===== config.mk =====
export PLATFORM = sky130hd
export DESIGN_NAME = dmem_arbiter_flat
export DESIGN_NICKNAME = d
export VERILOG_FILES = /design/src/rtl/dmem_arb_pkg.sv /design/src/rtl/dmem_arbiter_if.sv /design/src/rtl/dmem_arbiter_rr_arb2.sv /design/src/rtl/dmem_arbiter.sv /design/src/flat_wrapper.sv
export SDC_FILE = /design/constraint.sdc
export NUM_CORES = 1
export LEC_CHECK = 0
export ABC_AREA = 0
export ABC_CLOCK_PERIOD_IN_PS = 2300
export CAP_MARGIN = 10
export CORE_MARGIN = 8
export CORE_UTILIZATION = 43
export CTS_CLUSTER_DIAMETER = 30
export DETAILED_ROUTE_END_ITERATION = 8
export HOLD_SLACK_MARGIN = 0.08
export PLACE_DENSITY = 0.91
export SYNTH_ARGS = -nofsm -noshare
export SYNTH_HDL_FRONTEND = slang
export SYNTH_SLANG_ARGS = --single-unit

===== constraint.sdc =====
create_clock -name clk -period 2.3 [get_ports clk]
set_input_delay 0.46 -clock clk [delete_from_list [all_inputs] [get_ports clk]]
set_output_delay 0.46 -clock clk [all_outputs]
set_load 0.005 [all_outputs]

===== src/rtl/dmem_arb_pkg.sv =====
// Shared types and constants for the two-port data-memory arbiter.
// Latency: n/a (declarations only).
// Backpressure: n/a (declarations only).
//
// Contents:
//   arb_state_t  - arbiter FSM states
//   mem_req_t    - latched access {we, addr, wdata}
//   mem_rsp_t    - registered response {rdata, err}
//   addr_legal() - in-range and word-aligned test
package dmem_arb_pkg;

    localparam int ARB_ADDR_W        = 32;
    localparam int ARB_DATA_W        = 32;
    localparam int DEFAULT_MEM_BYTES = 4096;

    typedef enum logic [1:0] {
        IDLE   = 2'd0,
        ACCESS = 2'd1,
        RESP   = 2'd2
    } arb_state_t;

    typedef struct packed {
        logic                  we;
        logic [ARB_ADDR_W-1:0] addr;
        logic [ARB_DATA_W-1:0] wdata;
    } mem_req_t;

    typedef struct packed {
        logic [ARB_DATA_W-1:0] rdata;
        logic                  err;
    } mem_rsp_t;

    // An access is legal only if it falls inside the decoded window
    // and is word aligned.
    function automatic logic addr_legal(input logic [ARB_ADDR_W-1:0] addr,
                                        input int unsigned           mem_bytes);
        return (addr < ARB_ADDR_W'(mem_bytes)) && (addr[1:0] == 2'b00);
    endfunction

endpackage


===== src/rtl/dmem_arbiter_if.sv =====
// Requester-side bus of the data-memory arbiter (one instance per port).
// Latency: gnt one cycle after req is sampled, rvalid one cycle after gnt.
// Backpressure: req/we/addr/wdata held stable until gnt; no response stall.
//
// Signals: req, we, addr, wdata (requester -> arbiter);
//          gnt, rvalid, rdata, err (arbiter -> requester).
// Modports: master = requester, slave = arbiter.
interface dmem_arbiter_if
    import dmem_arb_pkg::*;
#(
    parameter int ADDR_W = ARB_ADDR_W,
    parameter int DATA_W = ARB_DATA_W
);
    logic              req;
    logic              we;
    logic [ADDR_W-1:0] addr;
    logic [DATA_W-1:0] wdata;
    logic              gnt;
    logic              rvalid;
    logic [DATA_W-1:0] rdata;
    logic              err;

    modport master (
        output req, we, addr, wdata,
        input  gnt, rvalid, rdata, err
    );

    modport slave (
        input  req, we, addr, wdata,
        output gnt, rvalid, rdata, err
    );
endinterface


===== src/rtl/dmem_arbiter_rr_arb2.sv =====
// Two-input round-robin picker: returns the port that should win this cycle.
// Latency: purely combinational.
// Backpressure: none; caller decides when a pick is consumed.
//
// Ports: req[1:0] requests, last = port granted most recently,
//        win = winning port id (don't-care when req == 0).
module rr_arb2 (
    input  logic [1:0] req,
    input  logic       last,
    output logic       win
);
    // Contention goes to the port not served last; otherwise the lone
    // requester wins (req[1] alone -> 1, req[0] alone -> 0).
    always_comb begin
        win = req[1];
        if (req == 2'b11) begin
            win = ~last;
        end
    end
endmodule


===== src/rtl/dmem_arbiter.sv =====
// Shares the single-port data memory between port 0 (LSU) and port 1 (DMA/debug).
// Latency: req sampled at t -> gnt at t+1 -> rvalid at t+2; one access per 2 cycles.
// Backpressure: losing/unsampled requests wait (req held); responses cannot stall.
//
// Ports: clk, rst_n (async active-low); m0/m1 requester buses (slave modport);
//        mem_addr/mem_wdata/mem_we to memory, mem_rdata combinational read back.
// Build option: define DMEM_ARB_FIXED_PRIO_EN for fixed priority (port 0 always
// wins contention, no round-robin pointer); default is round robin.
// The struct fields are sized by the package constants; ADDR_W/DATA_W must match.
module dmem_arbiter
    import dmem_arb_pkg::*;
#(
    parameter int MEM_BYTES = DEFAULT_MEM_BYTES,
    parameter int ADDR_W    = ARB_ADDR_W,
    parameter int DATA_W    = ARB_DATA_W
) (
    input  logic              clk,
    input  logic              rst_n,
    dmem_arbiter_if.slave     m0,
    dmem_arbiter_if.slave     m1,
    output logic [ADDR_W-1:0] mem_addr,
    output logic [DATA_W-1:0] mem_wdata,
    output logic              mem_we,
    input  logic [DATA_W-1:0] mem_rdata
);

    arb_state_t state_q, state_d;
    mem_req_t   lat_q;
    mem_req_t   sel_req;
    mem_rsp_t   rsp_q;
    logic       win_q;       // port id of the access in flight
    logic       arb_win;     // port id chosen this cycle
    logic       take;        // a request is latched this cycle
    logic       in_access;
    logic       in_resp;
    logic       legal;

    // ------------------------------------------------------------------
    // Winner selection
    // ------------------------------------------------------------------
`ifdef DMEM_ARB_FIXED_PRIO_EN
    // Port 0 wins whenever it asks; port 1 only when port 0 is quiet.
    assign arb_win = ~m0.req;
`else
    logic [1:0] req_vec;
    logic       last_q;      // port served most recently

    assign req_vec = {m1.req, m0.req};

    rr_arb2 u_rr_arb2 (
        .req  (req_vec),
        .last (last_q),
        .win  (arb_win)
    );

    // Reset to "port 1 served last" so the first contention goes to port 0.
    always_ff @(posedge clk or negedge rst_n) begin
        if (!rst_n) begin
            last_q <= 1'b1;
        end else if (take) begin
            last_q <= arb_win;
        end
    end
`endif

    assign sel_req = arb_win ? '{we: m1.we, addr: m1.addr, wdata: m1.wdata}
                             : '{we: m0.we, addr: m0.addr, wdata: m0.wdata};

    assign legal = addr_legal(lat_q.addr, MEM_BYTES);

    // ------------------------------------------------------------------
    // FSM: state register
    // ------------------------------------------------------------------
    always_ff @(posedge clk or negedge rst_n) begin
        if (!rst_n) begin
            state_q <= IDLE;
        end else begin
            state_q <= state_d;
        end
    end

    // ------------------------------------------------------------------
    // FSM: next state and decoded controls
    // ------------------------------------------------------------------
    always_comb begin
        state_d   = state_q;
        take      = 1'b0;
        in_access = 1'b0;
        in_resp   = 1'b0;
        unique case (state_q)
            IDLE, RESP: begin
                // RESP also arbitrates so a new access can start back to back.
                in_resp = (state_q == RESP);
                if (m0.req || m1.req) begin
                    take    = 1'b1;
                    state_d = ACCESS;
                end else begin
                    state_d = IDLE;
                end
            end
            ACCESS: begin
                in_access = 1'b1;
                state_d   = RESP;
            end
            default: begin
                state_d = IDLE;
            end
        endcase
    end

    // ------------------------------------------------------------------
    // Access latch and response register
    // ------------------------------------------------------------------
    always_ff @(posedge clk or negedge rst_n) begin
        if (!rst_n) begin
            lat_q <= '0;
            win_q <= 1'b0;
            rsp_q <= '0;
        end else begin
            if (take) begin
                lat_q <= sel_req;
                win_q <= arb_win;
            end
            if (in_access) begin
                // Writes and rejected accesses report zero data.
                rsp_q.rdata <= (lat_q.we || !legal) ? '0 : mem_rdata;
                rsp_q.err   <= ~legal;
            end
        end
    end

    // ------------------------------------------------------------------
    // Memory side: the latch holds its value outside ACCESS, so the
    // address stays at the last access; the write strobe is pure decode
    // of state so an asynchronous reset kills it immediately.
    // ------------------------------------------------------------------
    assign mem_addr  = lat_q.addr;
    assign mem_wdata = lat_q.wdata;
    assign mem_we    = in_access & lat_q.we & legal;

    // ------------------------------------------------------------------
    // Requester side: data/err are forced to zero outside the strobe.
    // ------------------------------------------------------------------
    assign m0.gnt    = in_access & ~win_q;
    assign m1.gnt    = in_access &  win_q;
    assign m0.rvalid = in_resp   & ~win_q;
    assign m1.rvalid = in_resp   &  win_q;
    assign m0.rdata  = m0.rvalid ? rsp_q.rdata : '0;
    assign m1.rdata  = m1.rvalid ? rsp_q.rdata : '0;
    assign m0.err    = m0.rvalid & rsp_q.err;
    assign m1.err    = m1.rvalid & rsp_q.err;

endmodule


===== src/flat_wrapper.sv =====
// flat-port wrapper written by rule: the top's interface ports become plain ports
module dmem_arbiter_flat import dmem_arb_pkg::*;
#(
    parameter int MEM_BYTES = DEFAULT_MEM_BYTES,
    parameter int ADDR_W    = ARB_ADDR_W,
    parameter int DATA_W    = ARB_DATA_W
)
  (clk, rst_n, mem_addr, mem_wdata, mem_we, mem_rdata, m0_req, m0_we, m0_addr, m0_wdata, m0_gnt, m0_rvalid, m0_rdata, m0_err, m1_req, m1_we, m1_addr, m1_wdata, m1_gnt, m1_rvalid, m1_rdata, m1_err);
  dmem_arbiter_if #(.ADDR_W(ADDR_W), .DATA_W(DATA_W)) m0_i ();
  dmem_arbiter_if #(.ADDR_W(ADDR_W), .DATA_W(DATA_W)) m1_i ();
  input  logic clk;
  input  logic rst_n;
  output logic [ADDR_W-1:0] mem_addr;
  output logic [DATA_W-1:0] mem_wdata;
  output logic mem_we;
  input  logic [DATA_W-1:0] mem_rdata;
  input wire logic [$bits(m0_i.req)-1:0] m0_req;
  input wire logic [$bits(m0_i.we)-1:0] m0_we;
  input wire logic [$bits(m0_i.addr)-1:0] m0_addr;
  input wire logic [$bits(m0_i.wdata)-1:0] m0_wdata;
  output wire logic [$bits(m0_i.gnt)-1:0] m0_gnt;
  output wire logic [$bits(m0_i.rvalid)-1:0] m0_rvalid;
  output wire logic [$bits(m0_i.rdata)-1:0] m0_rdata;
  output wire logic [$bits(m0_i.err)-1:0] m0_err;
  input wire logic [$bits(m1_i.req)-1:0] m1_req;
  input wire logic [$bits(m1_i.we)-1:0] m1_we;
  input wire logic [$bits(m1_i.addr)-1:0] m1_addr;
  input wire logic [$bits(m1_i.wdata)-1:0] m1_wdata;
  output wire logic [$bits(m1_i.gnt)-1:0] m1_gnt;
  output wire logic [$bits(m1_i.rvalid)-1:0] m1_rvalid;
  output wire logic [$bits(m1_i.rdata)-1:0] m1_rdata;
  output wire logic [$bits(m1_i.err)-1:0] m1_err;
  assign m0_i.req = m0_req;
  assign m0_i.we = m0_we;
  assign m0_i.addr = m0_addr;
  assign m0_i.wdata = m0_wdata;
  assign m0_gnt = m0_i.gnt;
  assign m0_rvalid = m0_i.rvalid;
  assign m0_rdata = m0_i.rdata;
  assign m0_err = m0_i.err;
  assign m1_i.req = m1_req;
  assign m1_i.we = m1_we;
  assign m1_i.addr = m1_addr;
  assign m1_i.wdata = m1_wdata;
  assign m1_gnt = m1_i.gnt;
  assign m1_rvalid = m1_i.rvalid;
  assign m1_rdata = m1_i.rdata;
  assign m1_err = m1_i.err;
  dmem_arbiter #(.MEM_BYTES(MEM_BYTES), .ADDR_W(ADDR_W), .DATA_W(DATA_W)) u_core (.clk(clk), .rst_n(rst_n), .m0(m0_i), .m1(m1_i), .mem_addr(mem_addr), .mem_wdata(mem_wdata), .mem_we(mem_we), .mem_rdata(mem_rdata));
endmodule

## Word-level counts from Yosys, hierarchy flattened

Cells that the tools add are included.

| storage, ports and cells | value |
|---|---|
| bits in registers | 102 |
| bits in latches | 0 |
| RAM bits | 0 |
| ROM bits | 0 |
| output and inout port bits | 135 |
| memories | 0 |

| operators by class | value |
|---|---|
| add/sub/neg operators | 0 |
| multipliers | 0 |
| div/mod/pow operators | 0 |
| magnitude comparators | 1 |
| eq/ne operators | 3 |
| shifts and indexed selects | 0 |
| muxes and demuxes | 11 |
| bitwise logic cells | 11 |
| reduce and logical (&&, ||, !) cells | 7 |

Operators with widths:

| operator | count |
|---|---|
| 2-to-1 mux 32 bit | 3 |
| 2-to-1 mux 65 bit | 1 |
| less-than comparator 32 x 13 -> 1 bit, second input constant | 1 |
| AND 1 bit | 8 |
| 2-to-1 mux 1 bit | 6 |
| equality test 2 bit, second input constant | 2 |
| zero test 2 bit | 2 |
| case mux 2 bit (2 select lines) | 1 |
| inverter 1 bit | 3 |
| equality test 2 x 1 -> 1 bit, second input constant | 1 |
| logical OR 1 bit | 2 |
| OR reduction 2 bit | 1 |
| logical AND 1 bit | 1 |
| zero test 1 bit | 1 |

## Logic depth before layout (Yosys ltp)

| logic depth | value |
|---|---|
| depth after elaboration | 5 |
| gate-level depth with buffers | 6 |

## By module

Synthesis repeated with hierarchy kept, for this count alone.

| second synthesis, totals | value |
|---|---|
| cells, all modules | 590 |
| area, all modules | 5788.1 µm² |

Modules (own cells, without submodules):

| module | times used | cells an instance | area an instance (µm²) |
|---|---|---|---|
| dmem_arbiter | 1 | 589 | 5776.8 |
| rr_arb2 | 1 | 1 | 11.3 |

## Worst setup path after synthesis

OpenSTA, ideal clock, no wires.

| timing | value |
|---|---|
| path kind | register -> output |
| start point | reg u_core.lat_q, in the netlist u_core.mem_addr[12] |
| end point | out mem_we |
| arrival time | 1298 ps |
| required time | 1840 ps |
| path slack | 542 ps |
| cell stages (with the launch flop) | 5 |
| buffers on the path | 1 |
| cell sequence | dfrtp_1 -> nor4_1 -> nand4_2 -> buf_6 -> nor3_1 |

| between the ends | value |
|---|---|
| word-level cells in the longest chain between the ends | 3 |

RTL lines:

| element | RTL line | RTL |
|---|---|---|
| start: declaration | dmem_arbiter.sv:28 | `mem_req_t lat_q;` |
| start signal: assignment | dmem_arbiter.sv:121 | `lat_q <= sel_req;` |
| less-than comparator 32 x 13 -> 1 bit | dmem_arb_pkg.sv:37 | `return (addr < ARB_ADDR_W'(mem_bytes)) && (addr[1:0] == 2'b00);` |
| logical AND 1 bit | dmem_arb_pkg.sv:37 |  |
| AND 1 bit | dmem_arbiter.sv:139 | `assign mem_we = in_access & lat_q.we & legal;` |
| end: declaration | flat_wrapper.sv:15 | `output logic mem_we;` |

Every way passes these cells.

## Final worst setup path

| timing | value |
|---|---|
| start point | reg u_core.win_q |
| end point | out m1_rdata[9] |

| between the ends | value |
|---|---|
| word-level cells in the longest chain between the ends | 2 |

RTL lines:

| element | RTL line | RTL |
|---|---|---|
| start: declaration | dmem_arbiter.sv:31 | `logic win_q;` |
| start signal: assignment | dmem_arbiter.sv:122 | `win_q <= arb_win;` |
| AND 1 bit | dmem_arbiter.sv:147 | `assign m1.rvalid = in_resp & win_q;` |
| 2-to-1 mux 32 bit | dmem_arbiter.sv:149 | `assign m1.rdata = m1.rvalid ? rsp_q.rdata : '0;` |
| end: declaration | flat_wrapper.sv:31 | `output wire logic [$bits(m1_i.rdata)-1:0] m1_rdata;` |

Every way passes these cells.

==> flow_summary_export.csv <==
group,metric,value,unit
placement,place_inst,981,
critical_path,cp_top_family,"buffers and inverters",
finish,fin_cells,1030,
synthesis,async_flop_share,100.0,%
finish,seqCellArea,2554,µm²
clock_tree,htreeDepth,3,
sta,finalSetupViolCount,1,
finish,multi_input_area,2447,µm²
critical_path,worst-path-stages,8,
sta,slew_headroom,62.97,%
global_route,grt_max_degree,103,
sta,period_minus_slack,2.332,ns
floorplan,core-area,13190,µm²
finish,final_area,9336,µm²
synthesis,synthXorXnorAreaFrac,0,%
clock_tree,cts_tree,"built",
critical_path,crit_type,"reg -> out",
power,swShare,28.91,%
synthesis,synth_compound_area_share,14.92,%
placement,hpwl,14330,µm
floorplan,die_x,132.0,µm
clock_tree,cts-root-buf,"clkbuf_16",
critical_path,slowest_delay,0.43,ns
detailed_routing,drc,0,
critical_path,crit_chain,"buf_6, and3_4, buf_4, buf_6, buf_4, buf_4, and2_1, dlymetal6s2s_1",
job,maxCapViolations,0,
critical_path,reg2reg_depth,4,
global_route,grt-ovfl-total,0,
run_status,violations,"setup timing",
clock_tree,clk_pin_slew,0.07,ns
synthesis,syn_avg_cell_area,9.794,µm²
synthesis,seq_area_frac_synth,44.12,%
power,p_int,3.933,mW
detailed_routing,routed_via_density,4.966,
critical_path,worst-path-buf-inv,6,
critical_path,r2r_start,"u_core.mem_addr[24]",
finish,nets,1017,
power,p_comb_share,33.3,%
power,ir_drop,380.3,µV
sta,report.final.slew_viol_count,0,
power,power_frac_seq,40.3,%
synthesis,synth_fa_ha_area_share,0,%
power,power_leakage,5.234,nW
placement,gp_congestion,0.7794,
floorplan,rows,42,
critical_path,worstPathArrival,1.87,ns
power,p_total,5.533,mW
synthesis,ys_seq_elements,102,
global_route,grt_antenna_before_repair,0,
synthesis,synth_top_family_by_area,"simple AND/OR/NAND/NOR gates",
clock_tree,cts_sinks,102,
synthesis,synth_edf_count,0,
synthesis,syn-cell-area,5788,µm²
clock_tree,cts_made_buffers,9,
critical_path,setup.worst_path.end_class,"output pin",
synthesis,synth-simple-area-share,15.18,%
finish,areaGrowthSynthToFinish,61.31,%
critical_path,worst_path_most_repeated_cell,"buf_4",
synthesis,synthFlopType,"dfrtp_1",
synthesis,syn-num-nets,757,
sta,rsz0062_at_grt,"true",
synthesis,synth_cells,591,
sta,tightestPinTransition,0.5555,ns
synthesis,synthMuxAreaShare,11.24,%
global_route,grt_usage,20.35,%
finish,n_fill_cell,948,
sta,hold_violations,0,
detailed_routing,drtIter0Drc,296,
run_status,status,"finished with violations",
global_route,first_global_vias,5190,
synthesis,synth.distinct_cells,31,
sta,fin_ws,-0.03177,ns
detailed_routing,vias,5115,
detailed_routing,firstDrtPassIters,6,
hold_path,hp-class,"in -> async",
clock_tree,clockBufferDepth,2,
floorplan,floorplan.initialDensity,43.88,%
detailed_routing,postRouteAntennaNets,0,
floorplan,die_h,132.0,µm
detailed_routing,drt_wl_total,20090,µm
global_route,grt_pass1_wl,28390,µm
sta,finClkSkew,0.006930,ns
synthesis,ys_warn_count,0,
critical_path,cp.required,1.84,ns
sta,fin_crit_sh,101.4,%
detailed_routing,wire_per_inst,19.50,µm
placement,port_buffers,300,
power,p_switching,1.600,mW
clock_tree,clkLatencyLatePin,0.33,ns
power,clockPowerShare,26.4,%
floorplan,die_area,17430,µm²
power,powerDensity,592.6,nW/µm²
floorplan,io_pins,301,
critical_path,critPathSlowestCell,"dfrtp_1",
critical_path,cp_max_fo,5,
finish,n_antenna_cell,0,
placement,placed_area,8544,µm²
critical_path,crit_path_start_kind,"register",
sta,max_freq,428.9,MHz
critical_path,startpoint,"u_core.win_q",
finish,final_layout_size_suffix_gt1_share,14.17,%
[worst reg2reg max path: cells and delay by family (launching register included)]
family                 cells  cell delay (ns)
AOI/OAI and AO/OA          1             0.41
buffers and inverters      1             0.30
DFF                        1             0.41
and+or+nand+nor            2             0.48
[stage by stage]
step	hold slack, ns	utilization [%]	setup TNS, ns	worst slack [ns]
finish	0.09064	70.78	-0.03177	-0.03177
global route	0.1304	70.78	-0.1822	-0.1046
CTS	0.1053	67.11	-4.692	-0.1056
detailed placement	0.4694	64.78	0	0.04558
global placement	0.4631	64.78	0	0.05365
floorplan	0.1644	-	0	0.5416
[repair_timing]
action                                  4_1_cts  5_1_grt
setup buffers                                 0       27
endpoints found under the setup margin       70       69
hold buffers                                  0        0
gates resized for setup                       7       85
cloned                                        0        8
pin swaps                                     0        2
[final cells by class]
type,count,area share [%]
repair buffers,356,39.60
flip-flops and latches,102,27.35
multi-input cells,345,26.21
clock buffers,10,2.452
well taps,176,2.359
inverters,37,1.488
clock inverters,4,0.5360
[cells in the final DEF (no fill, tap or decap), drive strengths merged, types with 2 or more instances in the layout]
cell type | netlist | layout
and2 | 66 | 66
and3 | 2 | 2
buf | 88 | 53
clkbuf | 19 | 22
clkdlybuf4s50 | 0 | 230
clkinvlp | 0 | 2
dfrtp | 101 | 101
dlymetal6s2s | 0 | 60
inv | 37 | 37
mux2i | 65 | 65
nand2 | 97 | 97
nor2 | 3 | 3
nor4 | 5 | 5
o21ai | 65 | 65
o41ai | 32 | 32
[metal layers]
layer / global-route usage (%) / vias to the layer above / part of all wire, %
met4: 7.722 / 0 / 2.8
met2: 35.75 / 250 / 51
met1: 22.35 / 2405 / 38
met5: 0 / - / 0
met3: 6.631 / 36 / 8.1
li1: - / 2424 / -
[state kept, by name, indices dropped and copies added (netlist names)]
register / count
u_core.last_q: 1
u_core.lat_q: 1
u_core.mem_addr: 32
u_core.mem_wdata: 32
u_core.rsp_q: 33
u_core.state_q: 2
u_core.win_q: 1
[path summary, 6_finish.rpt]
check	end	slack, ns
worst min register to register	u_core.mem_wdata[28]	0.48
min in group clk	u_core.mem_wdata[28]	0.48
max in group asynchronous	u_core.mem_wdata[29]	1.51
worst min-delay path	u_core.mem_wdata[6]	0.09
worst max register to register	u_core.rsp_q[1]	0.58
worst max-delay path	m1_rdata[9]	-0.03
[Yosys cell counts (3+ instances only)]
cell / count / share of area, %
dfrtp_1: 101 / 44
nand2_1: 97 / 6.3
buf_4: 69 / 8.9
and2_1: 66 / 7.1
mux2i_1: 65 / 11
inv_1: 36 / 2.3
o21ai_0: 36 / 3.1
o21ai_1: 29 / 2.5
o41ai_2: 28 / 7.9
clkbuf_1: 18 / 1.2
buf_2: 15 / 1.3
o41ai_1: 4 / 0.61
buf_6: 3 / 0.58
nor2_1: 3 / 0.19
nor4_1: 3 / 0.32
[power by group through the flow]
stage	clock, mW	sequential [mW]	combinational [mW]
5_1_grt	1.57	2.26	1.98
3_3_place_gp	0	2.23	1.66
2_1_floorplan	0	2.20	0.946
6_report	1.46	2.23	1.84
4_1_cts	1.50	2.23	1.70
3_5_place_dp	0	2.25	1.68
[kinds of logic after synthesis]
| family | after synthesis |
|---|---|
| flip-flops | 102 |
| multiplexers | 65 |
| AND/OR/NAND/NOR | 177 |
| AO/OA/AOI/OAI | 103 |
| buffers and inverters | 144 |
(Power assumes the default switching activity.)
